[src/rtl/phase_sequencer.sv]
// Multi-cycle control sequencer: one-hot fetch/read/execute/memory/writeback phases,
// memory request/acknowledge stalls, sticky halt request and memory-timeout bus error.
module phase_sequencer #(
    parameter int TIMEOUT = 255,
    parameter int CNT_W   = 32
) (
    input  logic             clk,
    input  logic             n_rst,
    input  logic             mem_access,
    input  logic             mem_ack,
    input  logic             halt_req,
    input  logic             run,
    output logic [4:0]       phase,
    output logic             mem_req,
    output logic             halted,
    output logic             bus_error,
    output logic [CNT_W-1:0] instr_count
);

    localparam logic [2:0] S_BOOT = 3'd0;
    localparam logic [2:0] S_F    = 3'd1;
    localparam logic [2:0] S_R    = 3'd2;
    localparam logic [2:0] S_X    = 3'd3;
    localparam logic [2:0] S_M    = 3'd4;
    localparam logic [2:0] S_W    = 3'd5;
    localparam logic [2:0] S_HALT = 3'd6;

    localparam int WAIT_W = (TIMEOUT > 0) ? $clog2(TIMEOUT + 1) : 1;
    localparam logic [WAIT_W-1:0] WAIT_LAST = (TIMEOUT > 0) ? WAIT_W'(TIMEOUT - 1) : '0;

    logic [2:0]        state;
    logic [2:0]        state_nxt;
    logic [WAIT_W-1:0] wait_cnt;
    logic              halt_pend;
    logic              waiting;
    logic              timeout_hit;
    logic              retire;

    always_comb begin
        phase = 5'b00000;
        case (state)
            S_F:     phase = 5'b00001;
            S_R:     phase = 5'b00010;
            S_X:     phase = 5'b00100;
            S_M:     phase = 5'b01000;
            S_W:     phase = 5'b10000;
            default: phase = 5'b00000;
        endcase
    end

    // Handshake: a transfer completes on a rising edge where mem_req and mem_ack are
    // both high; mem_ack is ignored while mem_req is low and need not be held afterwards.
    assign mem_req = phase[0] | (phase[3] & mem_access);

    assign waiting     = mem_req & ~mem_ack;
    assign timeout_hit = (TIMEOUT != 0) && waiting && (wait_cnt == WAIT_LAST);
    assign retire      = (state == S_W);

    always_comb begin
        state_nxt = state;
        case (state)
            S_BOOT: state_nxt = S_F;
            S_F: begin
                if (mem_ack)
                    state_nxt = S_R;
                else if (timeout_hit)
                    state_nxt = S_HALT;
            end
            S_R: state_nxt = S_X;
            S_X: state_nxt = S_M;
            S_M: begin
                if (!mem_access || mem_ack)
                    state_nxt = S_W;
                else if (timeout_hit)
                    state_nxt = S_HALT;
            end
            // A halt request arriving on the writeback edge itself still takes effect.
            S_W: state_nxt = (halt_pend || halt_req) ? S_HALT : S_F;
            S_HALT: begin
                if (run)
                    state_nxt = S_F;
            end
            default: state_nxt = S_BOOT;
        endcase
    end

    always_ff @(posedge clk or negedge n_rst) begin
        if (!n_rst) begin
            state       <= S_BOOT;
            wait_cnt    <= '0;
            halt_pend   <= 1'b0;
            halted      <= 1'b0;
            bus_error   <= 1'b0;
            instr_count <= '0;
        end else begin
            state <= state_nxt;

            // Any state change restarts the wait count, which covers entry to F and M.
            if (state_nxt != state)
                wait_cnt <= '0;
            else if (waiting)
                wait_cnt <= wait_cnt + 1'b1;

            if (state_nxt == S_HALT)
                halt_pend <= 1'b0;
            else if (halt_req && state != S_HALT)
                halt_pend <= 1'b1;

            halted <= (state_nxt == S_HALT);

            if (timeout_hit)
                bus_error <= 1'b1;
            else if (state == S_HALT && run)
                bus_error <= 1'b0;

            if (retire)
                instr_count <= instr_count + 1'b1;
        end
    end

endmodule

[config.mk]
export PLATFORM = sky130hd
export DESIGN_NAME = phase_sequencer
export DESIGN_NICKNAME = d
export VERILOG_FILES = /design/src/rtl/phase_sequencer.sv
export SDC_FILE = /design/constraint.sdc
export NUM_CORES = 1
export LEC_CHECK = 0
export CELL_PAD_IN_SITES_DETAIL_PLACEMENT = 1
export CELL_PAD_IN_SITES_GLOBAL_PLACEMENT = 1
export CORE_AREA = 2 2 79 96
export CTS_BUF_LIST = sky130_fd_sc_hd__clkbuf_8
export DETAILED_ROUTE_END_ITERATION = 8
export DIE_AREA = 0 0 81 98
export PLACE_DENSITY_LB_ADDON = 0.1
export SLEW_MARGIN = 20
export SYNTH_ARGS = -nofsm -noshare
export SYNTH_HDL_FRONTEND = slang
export SYNTH_SLANG_ARGS = --single-unit
[constraint.sdc]
create_clock -name clk -period 2.05 [get_ports clk]
set_input_delay 0.615 -clock clk [delete_from_list [all_inputs] [get_ports clk]]
set_output_delay 0.615 -clock clk [all_outputs]
set_load 0.005 [all_outputs]
==> impl_metrics.env, run 1 <==
export IMPL_peakVddDrop_mv=0.451
export IMPL_drc_errors=0
export IMPL_critPathKind="flop to primary output"
export IMPL_ys_seq_elements=46
export IMPL_yosys_cell_types_count=44
export IMPL_drtIter0Drc=63
export IMPL_place_congestion=0.778
export IMPL_slew_headroom=0.661
export IMPL_synth_flop_cell="dfrtp_1"
export IMPL_place_inst=365
export IMPL_r2r_start="state[2]"
export IMPL_numCtsBuffers=5
export IMPL_synthArstFlopShare=1.00
export IMPL_p_per_area_nw_per_um2=908
export IMPL_detail_route_antenna_nets=0
export IMPL_yosysWarnings=0
export IMPL_start_util=0.329
export IMPL_antenna_found_initial=0
export IMPL_post_route_min_period_ns=2.00
export IMPL_worstRegToRegCells=6
export IMPL_reg2reg_slack_ns=0.21
export IMPL_cap_violations=0
export IMPL_fmax_mhz=499
export IMPL_nFillCells=811
export IMPL_hold_violations=0
export IMPL_cp_end_kind="primary output"
export IMPL_status="finished clean"
export IMPL_dieArea_um2=7940
export IMPL_cts_htree_levels=2
export IMPL_wirelength_mm=5.64
export IMPL_stdcell_count=385
export IMPL_finalMaxSlewViolations=0
export IMPL_timing_rr_end="wait_cnt[7]"
export IMPL_clk_pin_slew_ns=0.09
export IMPL_synth_edf_count=0
export IMPL_worst_pin_slew_ns=0.504
export IMPL_syn_inst=214
export IMPL_post_drt_wl_per_cell_um=14.6
export IMPL_grt_usage=0.159
export IMPL_placed_area_um2=3030
export IMPL_syn_area_um2=2330
export IMPL_vias=1921
export IMPL_rows=34
export IMPL_startpoint_type="flop"
export IMPL_required_ns=1.43
export IMPL_grt_pass1_wl_mm=9.92
export IMPL_avgSynthCellArea_um2=10.9
export IMPL_clock_latency_ns=0.30
export IMPL_cts_max_path_buffers=2
export IMPL_portBuffers=45
export IMPL_cts_root_buf="clkbuf_8"
export IMPL_diodes=0
export IMPL_skew_ns=0.00888
export IMPL_final_core_util=0.459
export IMPL_syn2layout_area_growth_pct=39.5
export IMPL_final_cell_mix="dfrtp_1 (43), clkdlybuf4s50_1 (37), xnor2_1 (31), buf_4 (27)"
export IMPL_finalCritPeriodShare=0.977
export IMPL_place_hpwl_mm=4.10
export IMPL_design_core_area_um2=7060
export IMPL_postLayoutCellArea_um2=3240
export IMPL_synth_area_leaders="dfrtp_1 (49%), xnor2_1 (12%), nand4_1 (4.6%)"
export IMPL_final_common_cell="dfrtp_1"
export IMPL_synth_top_area_frac=0.495
export IMPL_drt_pass1_iter_count=4
export IMPL_grt_pass1_vias=2035
export IMPL_final_layout_size_suffix_gt1_frac=0.214
export IMPL_nNetsFinal=303
export IMPL_yosys_area_top_type="dfrtp_1"
export IMPL_finalPower_w=0.00294
export IMPL_crit_fanout=5
export IMPL_setup_violations=0
export IMPL_die_h_um=98
export IMPL_num_io_pins=46
export IMPL_die_x_um=81
export IMPL_cts_tree="yes"
export IMPL_cts_sinks=46
export IMPL_grt_max_degree=28
export IMPL_crit_arrival_ns=1.39
export IMPL_hp_class="input port to async pin"
export IMPL_grt_overflow=0
export IMPL_yosysSeqAreaShare=0.495
export IMPL_p_leak_nw=1.41
export IMPL_synth_nets=223
export IMPL_viasPerCell=4.99
## Yosys cell counts, types with 4 or more instances
library cell	count
dfrtp_1	46
xnor2_1	31
nand3_1	17
nand4_1	17
nor2_1	15
nand2_1	14
a21oi_1	6
and3_1	5
nor2b_1	5
xor2_1	5
and4_1	4
## registers in the layout (all words and copies together), names as in the netlist
| signal | cells |
|---|---|
| instr_count | 32 |
| wait_cnt | 8 |
| state | 3 |
| bus_error | 1 |
| halt_pend | 1 |
| halted | 1 |
## layer usage
| metal | wire [um] | track usage | up-vias |
|---|---|---|---|
| li1 | - | - | 926 |
| met3 | 155 | 0.0305 | 8 |
| met5 | 0 | 0 | - |
| met1 | 2350 | 0.193 | 961 |
| met2 | 3050 | 0.277 | 26 |
| met4 | 81 | 0.0508 | 0 |
## critical path: stages (launching register included)
cell and delay [ns]:
dfrtp_2 0.43, buf_6 0.13, nor2b_2 0.14, nor2b_2 0.14, dlygate4sd2_1 0.25
## metrics by stage
step	hold WS, ns	setup WS, ns	setup TNS [ns]
floorplan	0.319	0.404	0
global placement	0.468	-0.399	-0.922
detailed placement	0.483	-0.428	-1.23
CTS	0.269	0.0108	0
global route	0.281	-0.00957	-0.0196
finish	0.254	0.0476	0
## logic make-up after synthesis
family / synth area share
AO/OA/AOI/OAI: 0.0796
flip-flops: 0.495
XOR/XNOR: 0.136
buffers and inverters: 0.0108
AND/OR/NAND/NOR: 0.263
adder cells (fa/ha/maj): 0.0161
## how the worst max path moves through the flow
stage / from / end / slack, ns / cells after the start
after global routing: mem_ack / wait_cnt[1] / -0.01 / 5
final: state[1] / phase[1] / 0.05 / 4
after global placement: mem_access / mem_req / -0.40 / 4
after CTS: state[0] / phase[0] / 0.01 / 4
after detailed placement: mem_access / mem_req / -0.43 / 4
after floorplan: mem_ack / wait_cnt[1] / 0.40 / 4
## repair_timing
| item | in CTS | in global routing |
|---|---|---|
| pin swaps | 2 | 0 |
| resized for setup | 15 | 8 |
| gates cloned | 0 | 0 |
| hold buffers | 0 | 0 |
| endpoints found under the setup margin | 6 | 4 |
| setup buffers | 9 | 3 |
## final cells by class
cell class / count / area, um^2 / area share
clock buffers: 5 / 68.8 / 0.0212
clock inverters: 3 / 37.5 / 0.0116
inverters: 3 / 11.3 / 0.00347
multi-input cells: 162 / 1170 / 0.360
flip-flops and latches: 46 / 1150 / 0.356
well taps: 90 / 113 / 0.0347
repair buffers: 76 / 691 / 0.213
## power by group
group / total, W / internal (W) / switching, W / leakage [nW]
Clock: 0.000667 / 0.000355 / 0.000311 / 0.0607
Combinational: 0.00115 / 0.000650 / 0.000504 / 0.729
Sequential: 0.00112 / 0.00101 / 0.000115 / 0.623
Total: 0.00294 / 0.00201 / 0.000931 / 1.41
No activity file was read; power rests on OpenSTA's default activity.
==> inputs of run 2 (changes only) <==
--- a/config.mk
+++ b/config.mk
@@ -11,7 +11,7 @@
 export CTS_BUF_LIST = sky130_fd_sc_hd__clkbuf_8
 export DETAILED_ROUTE_END_ITERATION = 8
 export DIE_AREA = 0 0 81 98
-export PLACE_DENSITY_LB_ADDON = 0.1
+export PLACE_DENSITY_LB_ADDON = 0.15
 export SLEW_MARGIN = 20
 export SYNTH_ARGS = -nofsm -noshare
 export SYNTH_HDL_FRONTEND = slang
==> run 2 against run 1 <==
Net effect:
- sequential power about the same
- flip-flop and latch count did not move
- die area did not move
==> impl_metrics.env, run 2 (synthesis gave the netlist of run 1 again) <==
export IMPL_status="finished clean"
export IMPL_clock_latency_ns=0.29
export IMPL_rows=34
export IMPL_antenna_found_initial=0
export IMPL_r2r_start="state[2]"
export IMPL_required_ns=1.43
export IMPL_final_layout_size_suffix_gt1_frac=0.211
export IMPL_syn2layout_area_growth_pct=39.8
export IMPL_post_drt_wl_per_cell_um=14.3
export IMPL_vias=1940
export IMPL_critPathKind="flop to primary output"
export IMPL_cts_tree="yes"
export IMPL_detail_route_antenna_nets=0
export IMPL_grt_setup_unrepaired="false"
export IMPL_drtIter0Drc=80
export IMPL_grt_max_degree=47
export IMPL_finalCritPeriodShare=0.967
export IMPL_drt_pass1_iter_count=4
export IMPL_wirelength_mm=5.55
export IMPL_grt_pass1_wl_mm=9.80
export IMPL_place_inst=371
export IMPL_slew_headroom=0.685
export IMPL_crit_chain="buf_4 -> nor2b_4 -> nor2b_1 -> dlygate4sd2_1"
export IMPL_timing_rr_end="wait_cnt[5]"
export IMPL_reg2reg_slack_ns=0.22
export IMPL_ctsHoldBuffers=0
export IMPL_cts_sinks=46
export IMPL_design_core_area_um2=7060
export IMPL_dieArea_um2=7940
export IMPL_crit_start="state[0]"
export IMPL_start_util=0.329
export IMPL_numCtsBuffers=5
export IMPL_num_io_pins=46
export IMPL_diodes=0
export IMPL_drc_errors=0
export IMPL_skew_ns=0.00444
export IMPL_finalMaxSlewViolations=0
export IMPL_grt_pass1_vias=2048
export IMPL_crit_path_top_delay_cell="dfrtp_2"
export IMPL_p_leak_nw=1.44
export IMPL_place_hpwl_mm=4.00
export IMPL_crit_arrival_ns=1.37
export IMPL_clk_pin_slew_ns=0.08
export IMPL_cp_end_kind="primary output"
export IMPL_cap_violations=0
export IMPL_worst_pin_slew_ns=0.469
export IMPL_largest_register="instr_count"
export IMPL_viasPerCell=5.00
export IMPL_startpoint_type="flop"
export IMPL_nNetsFinal=307
export IMPL_hp_class="input port to async pin"
export IMPL_hold_violations=0
export IMPL_place_congestion=0.799
export IMPL_cts_htree_levels=2
export IMPL_die_h_um=98
export IMPL_cts_max_path_buffers=2
export IMPL_p_per_area_nw_per_um2=867
export IMPL_final_common_cell="dfrtp_1"
export IMPL_grt_overflow=0
export IMPL_peakVddDrop_mv=0.578
export IMPL_final_cell_mix="dfrtp_1 (44), clkdlybuf4s50_1 (37), buf_4 (32), xnor2_1 (31)"
export IMPL_worstRegToRegCells=7
export IMPL_cp_slowest_stage_delay_ns=0.44
export IMPL_reg_largest_list="instr_count (32), wait_cnt (8), state (3)"
export IMPL_portBuffers=45
export IMPL_post_route_min_period_ns=1.98
export IMPL_fmax_mhz=504
export IMPL_holdWs_ns=0.287
export IMPL_crit_fanout=4
export IMPL_die_x_um=81
export IMPL_setup_violations=0
export IMPL_cts_root_buf="clkbuf_8"
export IMPL_largest_reg_flops=32
export IMPL_cp_endpoint="phase[0]"
export IMPL_stdcell_count=388
export IMPL_grt_usage=0.155
## run 2: changes by cell type in the layout (fill, tap and decap cells not counted), sizes merged
cell | previous run | this run
dlygate4sd2 | 5 | 4
bufinv | 1 | 0
dlymetal6s2s | 0 | 1
buf | 33 | 37
## run 2: worst max-delay path: cells and delay by family, from the launching register on
family | cells | cell delay, ns
simple gates | 2 | 0.23
buf+inv | 2 | 0.41
flops | 1 | 0.44
## run 2: repair_timing
| action | CTS | global route |
|---|---|---|
| gates resized for setup | 18 | 4 |
| pin swaps | 0 | 2 |
| setup endpoints to repair | 6 | 3 |
| setup buffers | 8 | 2 |
## run 2: metal layers
metal / global-route usage / up-vias / share of wire
met5: 0 / - / 0
met3: 0.0314 / 4 / 0.035
met2: 0.279 / 32 / 0.53
li1: - / 931 / -
met4: 0.0352 / 0 / 0.0083
met1: 0.188 / 973 / 0.42
## run 2: worst min-delay path by stage
stage	endpoint	slack, ns	from
5_1_grt	instr_count[17]	0.29	n_rst
3_3_place_gp	instr_count[31]	0.46	instr_count[31]
2_1_floorplan	bus_error	0.32	n_rst
3_5_place_dp	instr_count[31]	0.47	instr_count[31]
6_report	instr_count[17]	0.29	n_rst
4_1_cts	instr_count[11]	0.30	n_rst
## run 2: metrics by stage
stage | area, um^2 | setup slack [ns] | TNS, ns | total power (W) | utilization
after floorplan | 2330 | 0.404 | 0 | 0.00162 | -
after global placement | 3070 | -0.395 | -1.70 | 0.00215 | 0.435
after detailed placement | 3070 | -0.410 | -1.99 | 0.00217 | 0.435
after CTS | 3240 | -0.119 | -0.119 | 0.00285 | 0.458
after global routing | 3250 | 0.00664 | 0 | 0.00303 | 0.460
final | 3250 | 0.0669 | 0 | 0.00282 | 0.460
## run 2: area by class of cell
cell class	instances	area, um^2
Fill cell	816	3810
Multi-Input combinational cell	162	1180
Sequential cell	46	1150
Timing Repair Buffer	80	721
Tap cell	90	113
Clock buffer	5	68.8
Inverter	3	11.3
Clock inverter	2	7.51
## run 2: power breakdown
part,leakage [nW],total [W],internal [W],switching [W]
Clock,0.0466,0.000507,0.000225,0.000282
Combinational,0.766,0.00118,0.000677,0.000507
Sequential,0.624,0.00113,0.00101,0.000123
Total,1.44,0.00282,0.00191,0.000912
==> inputs of run 3 (changes only) <==
--- a/config.mk
+++ b/config.mk
@@ -9,6 +9,7 @@
 export CELL_PAD_IN_SITES_GLOBAL_PLACEMENT = 1
 export CORE_AREA = 2 2 79 96
 export CTS_BUF_LIST = sky130_fd_sc_hd__clkbuf_8
+export CTS_CLUSTER_SIZE = 12
 export DETAILED_ROUTE_END_ITERATION = 8
 export DIE_AREA = 0 0 81 98
 export PLACE_DENSITY_LB_ADDON = 0.15
==> results of run 3 <==
Same layout as run 2: the final DEF is identical, and so are final timing and power.
